$ cat src/rtl/module_keypad_scanner.sv
// 4x4 matrix keypad scanner: walks one active-low column at a time, debounces the
// first key found, presents its code over a valid/ready handshake, then waits for release.
module module_keypad_scanner #(
  parameter int SCAN_CYCLES     = 1000,
  parameter int DEBOUNCE_CYCLES = 20000
) (
  input  logic       clk,
  input  logic       rst,
  input  logic [3:0] sync_rows,
  output logic [3:0] col_drive,
  output logic [3:0] key_code,
  output logic       key_valid,
  input  logic       key_ready,
  output logic       key_held
);

  localparam int MAX_CYC = (SCAN_CYCLES > DEBOUNCE_CYCLES) ? SCAN_CYCLES : DEBOUNCE_CYCLES;
  localparam int CNT_W   = $clog2(MAX_CYC);
  localparam logic [CNT_W-1:0] SCAN_LAST = CNT_W'(SCAN_CYCLES - 1);
  localparam logic [CNT_W-1:0] DB_LAST   = CNT_W'(DEBOUNCE_CYCLES - 1);

  typedef enum logic [1:0] {
    S_SCAN,
    S_DEBOUNCE,
    S_PRESENT,
    S_RELEASE
  } state_t;

  state_t           state_q, state_d;
  logic [1:0]       col_idx_q, col_idx_d;
  logic [1:0]       row_idx_q, row_idx_d;
  logic [CNT_W-1:0] cnt_q, cnt_d;
  logic [3:0]       key_code_q, key_code_d;

  logic [1:0] low_row;
  logic       row_high;

  // Lowest-index pressed row wins when several rows are low at once.
  always_comb begin
    low_row = 2'd0;
    for (int i = 3; i >= 0; i--) begin
      if (!sync_rows[i]) low_row = 2'(i);
    end
  end

  assign row_high = sync_rows[row_idx_q];

  always_comb begin
    state_d    = state_q;
    col_idx_d  = col_idx_q;
    row_idx_d  = row_idx_q;
    cnt_d      = cnt_q;
    key_code_d = key_code_q;
    case (state_q)
      S_SCAN: begin
        if (cnt_q == SCAN_LAST) begin
          cnt_d = '0;
          if (&sync_rows) begin
            col_idx_d = col_idx_q + 2'd1;
          end else begin
            row_idx_d = low_row;
            state_d   = S_DEBOUNCE;
          end
        end else begin
          cnt_d = cnt_q + CNT_W'(1);
        end
      end
      S_DEBOUNCE: begin
        if (row_high) begin
          cnt_d     = '0;
          col_idx_d = col_idx_q + 2'd1;
          state_d   = S_SCAN;
        end else if (cnt_q == DB_LAST) begin
          key_code_d = {row_idx_q, col_idx_q};
          cnt_d      = '0;
          state_d    = S_PRESENT;
        end else begin
          cnt_d = cnt_q + CNT_W'(1);
        end
      end
      // key_valid is 1 throughout PRESENT, so key_ready alone completes the handshake.
      S_PRESENT: begin
        if (key_ready) state_d = S_RELEASE;
      end
      S_RELEASE: begin
        if (!row_high) begin
          cnt_d = '0;
        end else if (cnt_q == DB_LAST) begin
          cnt_d     = '0;
          col_idx_d = col_idx_q + 2'd1;
          state_d   = S_SCAN;
        end else begin
          cnt_d = cnt_q + CNT_W'(1);
        end
      end
      default: state_d = S_SCAN;
    endcase
  end

  always_ff @(posedge clk) begin
    if (rst) begin
      state_q    <= S_SCAN;
      col_idx_q  <= 2'd0;
      row_idx_q  <= 2'd0;
      cnt_q      <= '0;
      key_code_q <= 4'h0;
    end else begin
      state_q    <= state_d;
      col_idx_q  <= col_idx_d;
      row_idx_q  <= row_idx_d;
      cnt_q      <= cnt_d;
      key_code_q <= key_code_d;
    end
  end

  assign col_drive = ~(4'b0001 << col_idx_q);
  assign key_code  = key_code_q;
  assign key_valid = (state_q == S_PRESENT);
  assign key_held  = (state_q == S_PRESENT) || (state_q == S_RELEASE);

endmodule

$ cat config.mk
export PLATFORM = sky130hd
export DESIGN_NAME = module_keypad_scanner
export DESIGN_NICKNAME = d
export VERILOG_FILES = /design/src/rtl/module_keypad_scanner.sv
export SDC_FILE = /design/constraint.sdc
export NUM_CORES = 1
export LEC_CHECK = 0
export CORE_MARGIN = 10
export CORE_UTILIZATION = 35
export DETAILED_ROUTE_END_ITERATION = 7
export SYNTH_ARGS = -nofsm -noshare
export SYNTH_HDL_FRONTEND = slang
export SYNTH_SLANG_ARGS = --single-unit
$ cat constraint.sdc
create_clock -name clk -period 2.83 [get_ports clk]
set_clock_uncertainty 0.15 [all_clocks]
set_input_delay 0.566 -clock clk [delete_from_list [all_inputs] [get_ports clk]]
set_output_delay 0.566 -clock clk [all_outputs]
set_load 0.02 [all_outputs]
==> results of run 1 <==
==> kinds of logic after synthesis <==
logic type	after synthesis	synth area share, %
AND/OR/NAND/NOR	82	27.2
flip-flops	25	32.5
buffers and inverters	21	5.20
multiplexers	8	6.17
adder cells (fa/ha/maj)	5	4.06
XOR/XNOR	2	1.14
AO/OA/AOI/OAI	51	23.8
==> stage by stage <==
stage               setup slack [ns]  util [%]  cell area [um2]  std cells  hold slack [ns]
floorplan                      0.390         -             1540        194            0.289
global placement               0.164      42.7             1840        267            0.323
detailed placement            0.0795      42.7             1840        267            0.328
CTS                            0.155      43.7             1890        271            0.352
global route                  0.0110      43.9             1900        271            0.371
finish                         0.148      43.9             1900        271            0.344
==> Yosys cell counts, drive strengths merged (3+ instances only) <==
cell      n  area (um2)
o21ai    11        55.1
clkbuf   10        37.5
a21oi     8        51.3
and3      4        25.0
dfxtp    25         500
o22ai     3        32.5
a22o      3        26.3
a2bb2oi   3        26.3
a211oi    4        30.0
a31oi     5        31.3
o211ai    3        22.5
mux2i     5        50.1
nor2     20        75.1
nor3      3        15.0
nand3    13        65.1
nand4     6        37.5
inv      10        37.5
ha        5        62.6
and2      3        21.3
nand2    19        71.3
o31ai     3        22.5
==> path summary, 6_finish.rpt <==
| kind | start | to | cells after the start |
|---|---|---|---|
| setup / recovery | cnt_q[8] | cnt_q[7] | 6 |
| hold / removal | cnt_q[9] | cnt_q[9] | 1 |
| setup reg to reg | cnt_q[8] | cnt_q[7] | 6 |
| hold reg to reg | cnt_q[9] | cnt_q[9] | 1 |
==> registers in the layout (all words and copies together) (netlist names), named ones only <==
| name | count |
|---|---|
| row_idx_q | 2 |
| cnt_q | 15 |
| state_q | 1 |
| key_code | 4 |
| col_idx_q | 2 |
==> metal layers <==
layer | part of all wire, % | routed length, um | track usage [%]
met5 | 0 | 0 | 0
met4 | 2.2 | 89 | 4.12
met3 | 5.8 | 237 | 2.81
met2 | 49 | 1980 | 19.1
met1 | 43 | 1760 | 12.0
==> critical path, delay by kind of cell (launching register included) <==
kind	cells	cell delay [ns]
and+or+nand+nor	2	1.25
AOI/OAI and AO/OA	4	0.79
DFF	1	0.37
==> area by class of cell <==
cell class	count	area, um2
well taps	52	65.1
repair buffers	32	280
inverters	10	37.5
fillers	448	2430
multi-input cells	148	967
clock buffers	3	41.3
clock inverters	1	5.00
flip-flops and latches	25	500
==> power by group through the flow <==
| stage | clock network [uW] | registers [uW] | logic (uW) |
|---|---|---|---|
| after detailed placement | 0 | 367 | 48.6 |
| after global routing | 235 | 360 | 53.4 |
| after global placement | 0 | 367 | 48.2 |
| after floorplan | 0 | 367 | 23.8 |
| after CTS | 227 | 359 | 48.7 |
| final | 216 | 359 | 48.3 |
==> cells in the final DEF, fill, tap and decap left out, types with 4 or more instances in the layout <==
cell / Yosys / layout
dfxtp_1: 25 / 25
nand2_1: 19 / 19
nor2_1: 20 / 20
nand3_1: 13 / 13
a211oi_1: 4 / 4
buf_4: 0 / 16
a31oi_1: 5 / 4
mux2i_1: 5 / 5
o21ai_0: 10 / 10
a21oi_1: 7 / 7
ha_1: 5 / 5
clkdlybuf4s50_1: 0 / 16
nand4_1: 6 / 6
and3_1: 4 / 4
inv_1: 10 / 10
==> flow_metrics.tcl, run 1 <==
set metrics [dict create \
    powerDensity_nw_per_um2 328 \
    cp_max_fo 6 \
    arrival_ns 2.69 \
    ys_warn_count 0 \
    areaGrowthSynthToFinish_pct 23.1 \
    p_leak_uw 0.000675 \
    insertion_delay_ns 0.27 \
    drc 0 \
    swShare_pct 23.3 \
    post-dp-hpwl_mm 3.16 \
    setup_tns_ns 0 \
    power_uw 623 \
    clk_pin_slew_ns 0.09 \
    post-cts-setup-buffers 0 \
    cts-htree-levels 1 \
    std_cell_rows 24 \
    die_area_um2 7460 \
    rsz0062_at_grt "false" \
    die_x_um 86.4 \
    p_seq_share_pct 57.6 \
    initial_core_util_pct 35.6 \
    place_congestion 0.965 \
    p_int_uw 478 \
    diodes 0 \
    path_cells "or4b_1 -> or4_1 -> a21oi_4 -> o31a_1 -> a2bb2oi_1 -> o31ai_1" \
    cts_hold_buf 0 \
    die_y_um 86.4 \
    fin_nets 232 \
    first_global_vias 1475 \
    cap_viol_max_count 0 \
    mappedNetlistNets 206 \
    startpoint_type "register" \
    pwr-share-comb_pct 7.8 \
    yosysSeqAreaShare_pct 32.5 \
    rrSetupSlack_ns 0.15 \
    grt_pass1_wl_mm 6.71 \
    worst_setup_path_end_kind "register" \
    status "completed" \
    min_path_type "register to register" \
    ys_seq_elements 25 \
    tightest_slew_ns 0.518 \
    clock-sinks 25 \
    drt_iter0_markers 49 \
    cts_resized 0 \
    slowest_stage "or4_1" \
    syn-cell-area_um2 1540 \
    hold_viol 0 \
    dr_total_vias 1526 \
    syn_inst 194 \
    cts_buffer_depth 2 \
    switching_power_uw 145 \
    setup_viol_count_final 0 \
    maxSlewViolCount 0 \
    timing.max_slew.rel_slack_pct 65.0 \
    grt_max_degree 16 \
    critical_path_class "register to register" \
    max_stage_delay_ns 0.68 \
    portBuffers 16 \
    grt_overflow 0 \
    final_antenna_net_count 0 \
    cts_buffers 3 \
    ys_types 44 \
    routed_via_density 5.63 \
    cts_tree "yes" \
    clock-root-buffer "clkbuf_8" \
    synthArstFlopShare_pct 0 \
    finalCritPeriodShare_pct 94.8 \
    wirelength_mm 4.07 \
    coreArea_um2 4320 \
    synth.avg_cell_area_um2 7.95 \
    timing.final.crit_period_ns 2.68 \
    grt.total_usage_pct 10.8 \
    crit_required_ns 2.84 \
    synth-edff-count 0 \
    p_clk_share_pct 34.6 \
    ir_drop_mv 0.279 \
    io_pins 17 \
    wl_per_cell_um 15.0 \
    first_pass_iters 4 \
    max_freq_ghz 0.373 \
    synth_ff_type "dfxtp_1" \
    drive_gt1_share_pct 12.3 \
    antenna_found_initial 0 \
]
(Power assumes the default switching activity.)
==> run 2: changes to the inputs <==
--- a/config.mk
+++ b/config.mk
@@ -8,6 +8,7 @@
 export CORE_MARGIN = 10
 export CORE_UTILIZATION = 35
 export DETAILED_ROUTE_END_ITERATION = 7
+export SLEW_MARGIN = 20
 export SYNTH_ARGS = -nofsm -noshare
 export SYNTH_HDL_FRONTEND = slang
 export SYNTH_SLANG_ARGS = --single-unit
==> results of run 2 <==
No change in the layout: final DEF, timing and power equal those of run 1.
